[src/rtl/sync_fifo_flags.sv]
// Single-clock FIFO with occupancy count, almost-full/almost-empty thresholds and sticky
// overflow/underflow error flags. Synchronous active-high reset.
// Build option: define SYNC_FIFO_FWFT_EN for first-word-fall-through reads (head word shown
// combinationally); leave undefined for a registered read with one cycle of latency.
module sync_fifo_flags #(
  parameter int unsigned WIDTH     = 16,
  parameter int unsigned DEPTH     = 16,
  parameter int unsigned AF_LEVEL  = DEPTH - 2,
  parameter int unsigned AE_LEVEL  = 2,
  parameter int unsigned PTR_WIDTH = $clog2(DEPTH),
  parameter int unsigned CNT_WIDTH = $clog2(DEPTH + 1)
) (
  input  logic                 clk_i,
  input  logic                 rst_i,
  input  logic                 wr_en_i,
  input  logic [WIDTH-1:0]     wdata_i,
  input  logic                 rd_en_i,
  output logic [WIDTH-1:0]     rdata_o,
  output logic                 rvalid_o,
  output logic                 full_o,
  output logic                 empty_o,
  output logic                 almost_full_o,
  output logic                 almost_empty_o,
  output logic [CNT_WIDTH-1:0] count_o,
  output logic                 wr_error_o,
  output logic                 rd_error_o,
  input  logic                 err_clr_i
);

  logic [WIDTH-1:0]     mem [DEPTH];
  logic [PTR_WIDTH-1:0] wr_ptr_q, wr_ptr_d;
  logic [PTR_WIDTH-1:0] rd_ptr_q, rd_ptr_d;
  logic [CNT_WIDTH-1:0] count_q, count_d;
  logic                 wr_error_q, wr_error_d;
  logic                 rd_error_q, rd_error_d;
  logic                 full, empty;
  logic                 wr_accept, rd_accept;

  // Status flags decoded from the registered count only, so there is no same-cycle bypass.
  always_comb begin
    full           = (count_q == CNT_WIDTH'(DEPTH));
    empty          = (count_q == '0);
    almost_full_o  = (count_q >= CNT_WIDTH'(AF_LEVEL));
    almost_empty_o = (count_q <= CNT_WIDTH'(AE_LEVEL));
    full_o         = full;
    empty_o        = empty;
    count_o        = count_q;
    wr_error_o     = wr_error_q;
    rd_error_o     = rd_error_q;
    wr_accept      = wr_en_i && !full;
    rd_accept      = rd_en_i && !empty;
  end

  // Next-state for pointers, occupancy and the sticky error flags.
  always_comb begin
    wr_ptr_d = wr_ptr_q;
    rd_ptr_d = rd_ptr_q;
    count_d  = count_q;
    // Explicit wrap compare keeps non-power-of-two depths correct.
    if (wr_accept) begin
      wr_ptr_d = (wr_ptr_q == PTR_WIDTH'(DEPTH - 1)) ? '0 : wr_ptr_q + PTR_WIDTH'(1);
    end
    if (rd_accept) begin
      rd_ptr_d = (rd_ptr_q == PTR_WIDTH'(DEPTH - 1)) ? '0 : rd_ptr_q + PTR_WIDTH'(1);
    end
    unique case ({wr_accept, rd_accept})
      2'b10:   count_d = count_q + CNT_WIDTH'(1);
      2'b01:   count_d = count_q - CNT_WIDTH'(1);
      default: count_d = count_q;
    endcase
    // A fresh error in the same cycle as a clear keeps the flag set.
    wr_error_d = (wr_en_i && full)  ? 1'b1 : (err_clr_i ? 1'b0 : wr_error_q);
    rd_error_d = (rd_en_i && empty) ? 1'b1 : (err_clr_i ? 1'b0 : rd_error_q);
  end

  // Storage array: written on accepted writes, never cleared by reset.
  always_ff @(posedge clk_i) begin
    if (!rst_i && wr_accept) begin
      mem[wr_ptr_q] <= wdata_i;
    end
  end

  // Control state registers.
  always_ff @(posedge clk_i) begin
    if (rst_i) begin
      wr_ptr_q   <= '0;
      rd_ptr_q   <= '0;
      count_q    <= '0;
      wr_error_q <= 1'b0;
      rd_error_q <= 1'b0;
    end else begin
      wr_ptr_q   <= wr_ptr_d;
      rd_ptr_q   <= rd_ptr_d;
      count_q    <= count_d;
      wr_error_q <= wr_error_d;
      rd_error_q <= rd_error_d;
    end
  end

`ifdef SYNC_FIFO_FWFT_EN
  // Head word shown directly; forced to zero while empty so reset leaves rdata_o at 0.
  always_comb begin
    rvalid_o = !empty;
    rdata_o  = empty ? '0 : mem[rd_ptr_q];
  end
`else
  logic [WIDTH-1:0] rdata_q;
  logic             rvalid_q;

  // Registered read: data appears the cycle after an accepted read and then holds.
  always_ff @(posedge clk_i) begin
    if (rst_i) begin
      rdata_q  <= '0;
      rvalid_q <= 1'b0;
    end else begin
      rvalid_q <= rd_accept;
      if (rd_accept) begin
        rdata_q <= mem[rd_ptr_q];
      end
    end
  end

  // Drive outputs from the read registers.
  always_comb begin
    rdata_o  = rdata_q;
    rvalid_o = rvalid_q;
  end
`endif

endmodule

[config.mk]
export PLATFORM = sky130hd
export DESIGN_NAME = sync_fifo_flags
export DESIGN_NICKNAME = d
export VERILOG_FILES = /design/src/rtl/sync_fifo_flags.sv
export SDC_FILE = /design/constraint.sdc
export NUM_CORES = 1
export LEC_CHECK = 0
export BUFFER_PORTS_ARGS = -buffer_cell sky130_fd_sc_hd__clkbuf_2
export CORE_ASPECT_RATIO = 0.5
export CORE_MARGIN = 4
export CORE_UTILIZATION = 45
export CTS_BUF_LIST = sky130_fd_sc_hd__clkbuf_4 sky130_fd_sc_hd__clkbuf_8
export DETAILED_ROUTE_END_ITERATION = 6
export PLACE_DENSITY_LB_ADDON = 0.12
export SYNTH_ARGS = -nofsm -noshare
export SYNTH_HDL_FRONTEND = slang
export SYNTH_SLANG_ARGS = --single-unit
[constraint.sdc]
create_clock -name clk_i -period 6.7 [get_ports clk_i]
set_input_delay 1.005 -clock clk_i [delete_from_list [all_inputs] [get_ports clk_i]]
set_output_delay 1.005 -clock clk_i [all_outputs]
set_load 0.05 [all_outputs]
==> results of run 1 <==
[power breakdown]
part / internal [mW] / switching (mW)
sequential: 2.05 / 0.143
clock: 0.653 / 0.637
combinational: 0.382 / 0.764
[worst min-delay path, stage by stage (launching register included)]
cell,delay (ps)
dfxtp_1,330
a22oi_1,80
nor2_1,70
[flip-flops by register name, summed over array words and instances, names as in the netlist]
register / cells
count_o: 5
rdata_o: 16
mem: 256
rd_error_o: 1
wr_error_o: 1
rd_ptr_q: 4
rvalid_o: 1
wr_ptr_q: 4
[per-layer routing]
layer | share of wire (%) | track usage, % | vias up
li1 | - | - | 2666
met1 | 49 | 30.17 | 2991
met2 | 41 | 26.06 | 207
met3 | 8.9 | 6.097 | 30
met4 | 1.1 | 3.262 | 0
met5 | 0 | 0 | -
[cells by family after synthesis]
| group | after synthesis | share of synthesized area, % |
|---|---|---|
| AND/OR/NAND/NOR | 114 | 4.777 |
| XOR/XNOR | 4 | 0.3061 |
| adder cells (fa/ha/maj) | 10 | 1.159 |
| multiplexers | 114 | 13.74 |
| buffers and inverters | 46 | 2.579 |
| flip-flops | 288 | 72.75 |
| AO/OA/AOI/OAI | 68 | 4.689 |
[how the worst min path moves through the flow]
stage                      from     endpoint  slack, ps
finish               wr_error_o   wr_error_o        510
global route         wr_error_o   wr_error_o        560
CTS                  rd_error_o   rd_error_o        520
detailed placement   rd_error_o   rd_error_o        510
global placement     wr_error_o   wr_error_o        490
floorplan           wr_ptr_q[1]  wr_ptr_q[1]        490
[placed cells by master, fill, tap and decap left out, drive strengths merged, types with 13 or more instances in the layout]
master / instances
nor3: 25
a211oi: 16
edfxtp: 256
mux4: 32
o22ai: 32
dfxtp: 32
nor2: 60
clkbuf: 102
nand2: 14
clkinv: 13
mux2i: 81
[through the flow]
step	instance area [um2]	power (mW)	worst slack, ps	instances	hold WS, ps
6_report	12710	4.627	3452	1069	513.7
5_1_grt	12710	4.854	3274	1068	556.0
3_3_place_gp	11970	3.377	3214	1000	490.4
2_1_floorplan	11450	3.094	2612	644	493.2
4_1_cts	12710	4.672	3447	1068	520.9
3_5_place_dp	11970	3.381	3235	1000	505.1
[cell type report]
class | count | share of cell area [%]
multi-input combinational | 310 | 22.60
sequential | 288 | 65.57
timing repair buffer | 56 | 2.362
clock inverter | 14 | 0.5216
tap | 336 | 3.306
inverter | 10 | 0.3149
clock buffer | 54 | 5.304
antenna | 1 | 0.01968
==> metrics.cfg, run 1 <==
[clock_tree]
clk_path_buf_depth=3
clk_pin_slew_ps=60
cts_tree=built
numCtsBuffers=41
holdBufCountCts=0
cts_sinks=288
clock_latency_ps=540
ctsResizeCount=0
cts_setup_buffers=0
h-tree-depth=2
cts_root_buf=clkbuf_8

[routing]
route.detailed.drc=0
first_pass_iters=4
wirelength_mm=26.64
via_count=5894
drt_iter0_drc=494
via_per_inst=5.514
wl_per_cell_um=24.92
ant_nets=0

[setup_path]
max_stage_delay_ps=600
cp-start-kind=flop
crit_end=count_o[4]
worstReg2RegStart=count_o[0]
path_cells=or4_4, o21ai_4, inv_4, ha_1, ha_1, nor2b_1, o21ai_0, a21oi_1, or3b_1, mux2_2
critPathKind=flop to flop
endpoint_kind=flop
worstPathRequired_ps=7130
arrival_ps=3680
crit_buf_inv=1
r2r_cells=10
r2r_end=count_o[4]
cp_slowest_cell=or4_4
rrSetupSlack_ps=3450
critPathMaxFanout=36
cp.depth=10
cp-startpoint=count_o[0]
cpLargestDelayFamily=simple AND/OR/NAND/NOR gates
cp_common_cell=ha_1

[timing]
timing.fmax_mhz=307.8
worst_pin_slew_ps=960.5
relSlewSlack_pct=35.90
hold_violations=0
setup_violations=0
final_max_slew_viol_count=0
rsz0062_at_grt=no
min_period_over_period_pct=48.48
fin_tns_setup_ps=0
min_period_ps=3248
finalClockSkew_ps=22.22

[final_layout]
multi_input_area_mm2=0.002874
regArea_mm2=0.008337
layout.nets=738
fin_util_pct=51.85
area_delta_synth_final_pct=11.07
drive_gt1_share_pct=25.82
nFillCells=2006

[grt]
grt_util_all_layers_pct=19.11
grt-ovfl-total=0
grt_pass1_vias=5706
grt_max_degree=44
antenna_found_initial=0
grt_pass1_wl_mm=38.41

[die]
row_count=40
start_util_pct=46.68
die_w_um=233.6
core_area_mm2=0.02452
die_h_um=120.8
die-area_mm2=0.02821
ios=49

[yosys]
synth_edf_count=256
ys.warnings.count=0
synthArstFlopShare_pct=0
ys_types=43
seq_area_frac_synth_pct=72.75
synth_area_mm2=0.01145
ys_ff_latch=288
yosys-top-cells-area=edfxtp_1 (67%), mux2i_1 (7.1%), dfxtp_1 (5.6%), mux4_2 (4.7%), nor2_1 (2.0%)
synth_top_area_share_pct=67.15
synthCells=644
yosys.area.top_type=edfxtp_1
synth.cells.most_frequent=edfxtp_1 (256), mux2i_1 (81), nor2_1 (60)
synth_nets=675
syn_area_per_cell_um2=17.78
synth-main-ff-cell=edfxtp_1
synth_most_common_cell=edfxtp_1

[min_path]
worstHoldPathCells=2
hp-class=flop to flop

[pwr]
peakVddDrop_mv=0.1304
power.leakage_nw=4.040
powerDensity_mw_per_mm2=363.9

[place]
dpl.hpwl_mm=16.49
port_buffers=48
place.gp.congestion=0.8032

[run]
maxCapViolations=0

[run_status]
status=finished clean

Note: power is estimated with default switching activity, not from simulation.
==> run 2, diff against run 1 <==
==> constraint.sdc (replaced) <==
create_clock -name clk_i -period 3.1 [get_ports clk_i]
set_input_delay 0.465 -clock clk_i [delete_from_list [all_inputs] [get_ports clk_i]]
set_output_delay 0.465 -clock clk_i [all_outputs]
set_load 0.05 [all_outputs]
==> run 2 against run 1 <==
Against the previous run:
- total power grew 120%
- sequential power grew 110%
- cell area up 3.1%
- highest routed layer unchanged
- sequential cell count did not move
- final cell count grew 3.9%
==> metrics.cfg, run 2 (same netlist as run 1, synthesis figures left out) <==
[timing]
setup_violations=0  ; unchanged
finalClockSkew_ps=31.09  ; +8.872 ps
min_period_over_period_pct=92.90  ; +44 points
min_period_ps=2880  ; -368.6 ps
hold_violations=0  ; unchanged
final_max_slew_viol_count=0  ; unchanged
whs_ps=164.3  ; -349.4 ps
timing.final.ws_setup_ps=220.2  ; -3231 ps
timing.fmax_mhz=347.2  ; +13%
relSlewSlack_pct=61.83  ; +26 points
worst_pin_slew_ps=570.8  ; -389.7 ps
rsz0062_at_grt=no
fin_tns_setup_ps=0  ; unchanged

[final_layout]
final_cells=1111  ; +3.9%
drive_gt1_share_pct=31.10  ; +5.3 points
final_common_cell=edfxtp_1
diodes=0  ; -1
fin_util_pct=53.43  ; +1.6 points
layout.nets=777  ; +5.3%
design_area_mm2=0.01310  ; +3.1%
area_delta_synth_final_pct=14.47
top_register=mem
final_cell_mix=edfxtp_1 (256), mux2i_1 (81), nor2_1 (48), clkbuf_2 (48), clkbuf_8 (47)
nFillCells=2004  ; -0.10%
largest_reg_flops=256  ; unchanged

[grt]
grt_util_all_layers_pct=18.39  ; -0.72 points
grt_pass1_wl_mm=38.19  ; -0.56%
antenna_found_initial=0  ; unchanged
grt_max_degree=36  ; -18%
grt-ovfl-total=0  ; unchanged
grt_pass1_vias=5998  ; +5.1%

[setup_path]
cp-startpoint=count_o[0]
cp_common_cell=ha_1
critPathMaxFanout=7  ; -81%
arrival_ps=3330  ; -350 ps
path_cells=or4_4, o21ai_4, inv_4, ha_1, ha_1, nor2b_1, o21ai_0, a21oi_1, or3b_1, mux2_2
crit_buf_inv=1  ; unchanged
r2r_end=count_o[4]
worstReg2RegStart=count_o[0]
crit_end=count_o[4]
max_stage_delay_ps=580  ; -20 ps
critPathKind=flop to flop
r2r_cells=10  ; unchanged
worstPathRequired_ps=3550  ; -3580 ps
cpLargestDelayFamily=simple AND/OR/NAND/NOR gates
cp.depth=10  ; unchanged
cp_slowest_cell=or4_4
rrSetupSlack_ps=220  ; -3230 ps
cp-start-kind=flop
endpoint_kind=flop

[die]
core_area_mm2=0.02452  ; unchanged
die-area_mm2=0.02821  ; unchanged
die_w_um=233.6  ; unchanged
die_h_um=120.8  ; unchanged
ios=49  ; unchanged
start_util_pct=46.68  ; unchanged
row_count=40  ; unchanged

[pwr]
finalPower_mw=10.29  ; +120%
p_int_mw=6.934  ; +120%
seqPwrFrac_pct=45.3  ; -2.0 points
powerDensity_mw_per_mm2=784.9  ; +120%
power.leakage_nw=4.287  ; +6.1%
p_sw_share_pct=32.58  ; -0.79 points
clock_power_share_pct=29.5  ; +1.6 points
peakVddDrop_mv=0.3318  ; +150%
combinationalPowerShare_pct=25.3  ; +0.5 points
p_sw_mw=3.351  ; +120%

[place]
post-place-ws_ps=233.1  ; -3002 ps
port_buffers=48  ; unchanged
dp_cells=1036  ; +3.6%
dpl.hpwl_mm=15.93  ; -3.4%
place.gp.congestion=0.7874  ; -2.0%
placed_area_mm2=0.01227  ; +2.5%

[clock_tree]
numCtsBuffers=44  ; +7.3%
ctsResizeCount=0  ; unchanged
h-tree-depth=2  ; unchanged
clk_path_buf_depth=3  ; unchanged
holdBufCountCts=0  ; unchanged
cts_sinks=288  ; unchanged
cts_tree=built
cts_setup_buffers=0  ; unchanged
cts_root_buf=clkbuf_8
clock_latency_ps=570  ; +30 ps
clk_pin_slew_ps=60  ; about the same

[routing]
ant_nets=0  ; unchanged
wirelength_mm=25.45  ; -4.5%
drt_iter0_drc=566  ; +15%
wl_per_cell_um=22.91  ; -8.1%
first_pass_iters=5  ; +1
via_count=6085  ; +3.2%
route.detailed.drc=0  ; unchanged
via_per_inst=5.477  ; -0.66%

[run_status]
status=finished clean

[min_path]
hp-class=input port to flop

[run]
maxCapViolations=0  ; unchanged

run 2: cell count changes in the layout (fill, tap and decap cells not counted):
cell,change
a2111oi_0,-1
clkinv_2,+2
clkbuf_4,+6
clkinvlp_4,+1
diode_2,-1
dfxtp_1,-4
clkinv_4,-1
buf_4,+34
buf_12,+2
dfxtp_2,+4
clkbuf_8,+4
a2111oi_1,+1
clkinv_1,-5
run 2: area by class of cell:
type	instances	area, um2	share of cell area [%]
clock inverter	11	56.30	0.4297
sequential	288	8342	63.66
inverter	10	40.04	0.3055
tap	336	420.4	3.208
timing repair buffer	92	595.6	4.545
multi-input combinational	310	2875	21.94
clock buffer	64	774.5	5.910
run 2: worst min-delay path by stage:
stage,startpoint,end,slack [ps],cells past startpoint
finish,wr_en_i,wr_error_o,160,3
global placement,rd_error_o,rd_error_o,510,2
global route,wr_en_i,wr_error_o,150,3
detailed placement,wr_error_o,wr_error_o,520,2
floorplan,wr_ptr_q[1],wr_ptr_q[1],490,2
CTS,wr_en_i,wr_error_o,120,3
run 2: power by group through the flow:
stage	Clock [mW]	Sequential [mW]	Combinational, mW
2_1_floorplan	0	5.11	1.58
3_3_place_gp	0	4.73	2.61
3_5_place_dp	0	4.74	2.61
4_1_cts	3.13	4.66	2.62
5_1_grt	3.32	4.68	2.79
6_report	3.03	4.65	2.60
run 2: worst min-delay path: cells and delay by family:
kind / cells / cell delay (ps)
buf+inv: 1 / 90
simple gates: 1 / 80
compound gates: 1 / 60
run 2: per-layer routing:
layer	track usage, %	wire [um]
met2	24.39	10240
met3	4.520	2039
met5	0	0
met1	30.02	12810
met4	4.374	362
==> run 3, diff against run 2 <==
--- a/config.mk
+++ b/config.mk
@@ -12,6 +12,7 @@
 export CTS_BUF_LIST = sky130_fd_sc_hd__clkbuf_4 sky130_fd_sc_hd__clkbuf_8
 export DETAILED_ROUTE_END_ITERATION = 6
 export PLACE_DENSITY_LB_ADDON = 0.12
+export RECOVER_POWER = 50
 export SYNTH_ARGS = -nofsm -noshare
 export SYNTH_HDL_FRONTEND = slang
 export SYNTH_SLANG_ARGS = --single-unit
==> run 3 against run 2 <==
Against the previous run:
- total power is 0.28% lower
- fmax rose by 0.10%
- non-clock buffer count unchanged
- worst setup slack better by 3.0 ps
- combinational power decreased by 2%
- critical path depth stayed put
- final cell count did not move
- hold slack lost 9.2 ps
- clock power hardly changed
- register-to-register slack is essentially flat
- sequential power about the same
- critical endpoint unchanged
- largest cell class unchanged
==> metrics.cfg, run 3 (same netlist as run 1, synthesis figures left out) <==
[min_path]
min_to=wr_error_o
worstHoldPathCells=3  ; unchanged
hp-class=input port to flop
min_from=wr_en_i

[routing]
drt_iter0_drc=547  ; -3.4%
ant_nets=0  ; unchanged
routed.top_layer=met4
route.detailed.drc=0  ; unchanged
wl_per_cell_um=23.01  ; +0.42%
wirelength_mm=25.56  ; +0.42%
via_per_inst=5.495  ; +0.33%
via_count=6105  ; +0.33%
routedLengthMet1_mm=12.99  ; +1.4%
wl_met3_mm=1.944  ; -4.7%
route.met2.wl_mm=10.28  ; +0.36%
first_pass_iters=5  ; unchanged

[clock_tree]
cts_root_buf=clkbuf_8
holdBufCountCts=0  ; unchanged
clk_pin_slew_ps=60  ; about the same
clock_latency_ps=580  ; about the same
cts_tree=built
ctsResizeCount=0  ; unchanged
cts_sinks=288  ; unchanged
clk_path_buf_depth=3  ; unchanged
cts_setup_buffers=0  ; unchanged
h-tree-depth=2  ; unchanged
numCtsBuffers=44  ; unchanged

[setup_path]
cp_slowest_cell=or4_4
cp_common_cell=ha_1
critPathKind=flop to flop
path_cells=or4_4, o21ai_4, inv_4, ha_1, ha_1, nor2b_1, o21ai_0, a21oi_1, or3b_1, mux2_2
worstPathRequired_ps=3560  ; about the same
crit_buf_inv=1  ; unchanged
max_stage_delay_ps=570  ; about the same
cp-start-kind=flop
endpoint_kind=flop
r2r_end=count_o[4]
cpLargestDelayFamily=simple AND/OR/NAND/NOR gates
r2r_cells=10  ; unchanged
worstReg2RegStart=count_o[0]
rrSetupSlack_ps=220  ; about the same
critPathMaxFanout=7  ; unchanged
arrival_ps=3340  ; about the same

[timing]
relSlewSlack_pct=41.25  ; -21 points
timing.fmax_mhz=347.6  ; +0.10%
fin_tns_setup_ps=0  ; unchanged
min_period_ps=2877  ; -2.982 ps
final_max_slew_viol_count=0  ; unchanged
finalClockSkew_ps=33.78  ; +2.693 ps
setup_violations=0  ; unchanged
rsz0062_at_grt=no
min_period_over_period_pct=92.80  ; -0.096 points
hold_violations=0  ; unchanged
worst_pin_slew_ps=881.2  ; +310.4 ps
timing.final.ws_setup_ps=223.1  ; +2.982 ps

[final_layout]
top_register=mem
final_cell_mix=edfxtp_1 (256), mux2i_1 (81), nor2_1 (48), clkbuf_8 (47), buf_4 (41)
area_delta_synth_final_pct=14.01
final_common_cell=edfxtp_1
layout.nets=777  ; unchanged
diodes=0  ; unchanged
nFillCells=2020  ; +0.80%
largest_reg_flops=256  ; unchanged
drive_gt1_share_pct=25.94  ; -5.2 points

[grt]
grt-ovfl-total=0  ; unchanged
grt_max_degree=36  ; unchanged
grt_pass1_vias=5998  ; unchanged
antenna_found_initial=0  ; unchanged
grt_pass1_wl_mm=38.19  ; unchanged
grt_util_all_layers_pct=18.39  ; unchanged

[die]
die-area_mm2=0.02821  ; unchanged
ios=49  ; unchanged
core_area_mm2=0.02452  ; unchanged
row_count=40  ; unchanged
die_h_um=120.8  ; unchanged
start_util_pct=46.68  ; unchanged
die_w_um=233.6  ; unchanged

[run_status]
status=finished clean

[pwr]
combinationalPowerShare_pct=25.0  ; -0.3 points
seqPwrFrac_pct=45.4  ; about the same
p_sw_mw=3.361  ; +0.29%
p_sw_share_pct=32.77  ; +0.19 points
power.leakage_nw=4.158  ; -3.0%
powerDensity_mw_per_mm2=785.9  ; +0.12%
peakVddDrop_mv=0.3301  ; -0.50%
clock_power_share_pct=29.6  ; about the same
p_int_mw=6.896  ; -0.56%

[run]
maxCapViolations=0  ; unchanged

[place]
port_buffers=48  ; unchanged
place.gp.congestion=0.7874  ; unchanged
post-place-ws_ps=233.1  ; unchanged
dpl.hpwl_mm=15.93  ; unchanged

-- run 3: cell types whose count changed in the layout (fill, tap and decap cells not counted) --
cell and delta:
a21boi_0 +1, a21boi_1 -1, buf_4 -1, clkbuf_1 +40, clkbuf_2 -39
-- run 3: layer usage --
metal	up-vias	GRT usage (%)
li1	2743	-
met1	3131	30.02
met2	196	24.39
met3	35	4.520
met4	0	4.374
met5	-	0
-- run 3: metrics by stage --
step | power, mW | hold WS (ps) | instance area (um2) | std cells | utilization [%]
after floorplan | 6.696 | 493.2 | 11450 | 644 | -
after global placement | 7.335 | 506.4 | 12270 | 1036 | 50.05
after detailed placement | 7.345 | 519.4 | 12270 | 1036 | 50.05
after CTS | 10.41 | 122.2 | 13100 | 1111 | 53.43
after global routing | 10.76 | 147.3 | 13050 | 1111 | 53.22
final | 10.26 | 155.1 | 13050 | 1111 | 53.22
-- run 3: area by class of cell --
class	count	area (um2)	area share [%]
flip-flops and latches	288	8342	63.92
multi-input cells	310	2875	22.03
clock buffers	64	774.5	5.934
repair buffers	92	543.0	4.161
well taps	336	420.4	3.221
clock inverters	11	56.30	0.4314
inverters	10	40.04	0.3068
-- run 3: power groups by stage --
| stage | Clock [mW] | Sequential, mW | Combinational (mW) |
|---|---|---|---|
| final | 3.04 | 4.66 | 2.56 |
| after global routing | 3.32 | 4.69 | 2.75 |
| after CTS | 3.13 | 4.66 | 2.62 |
| after detailed placement | 0 | 4.74 | 2.61 |
| after global placement | 0 | 4.73 | 2.61 |
| after floorplan | 0 | 5.11 | 1.58 |
-- run 3: worst max-delay path by stage --
stage / start / end / cells past startpoint
6_report: count_o[0] / count_o[4] / 10
5_1_grt: count_o[0] / count_o[4] / 10
4_1_cts: count_o[0] / count_o[4] / 10
3_5_place_dp: count_o[0] / count_o[4] / 10
3_3_place_gp: count_o[0] / count_o[4] / 10
2_1_floorplan: count_o[0] / count_o[4] / 11
-- run 3: tightest hold or removal path: stages --
cell and delay (ps):
clkbuf_2 90, a22oi_1 60, nor2_1 80
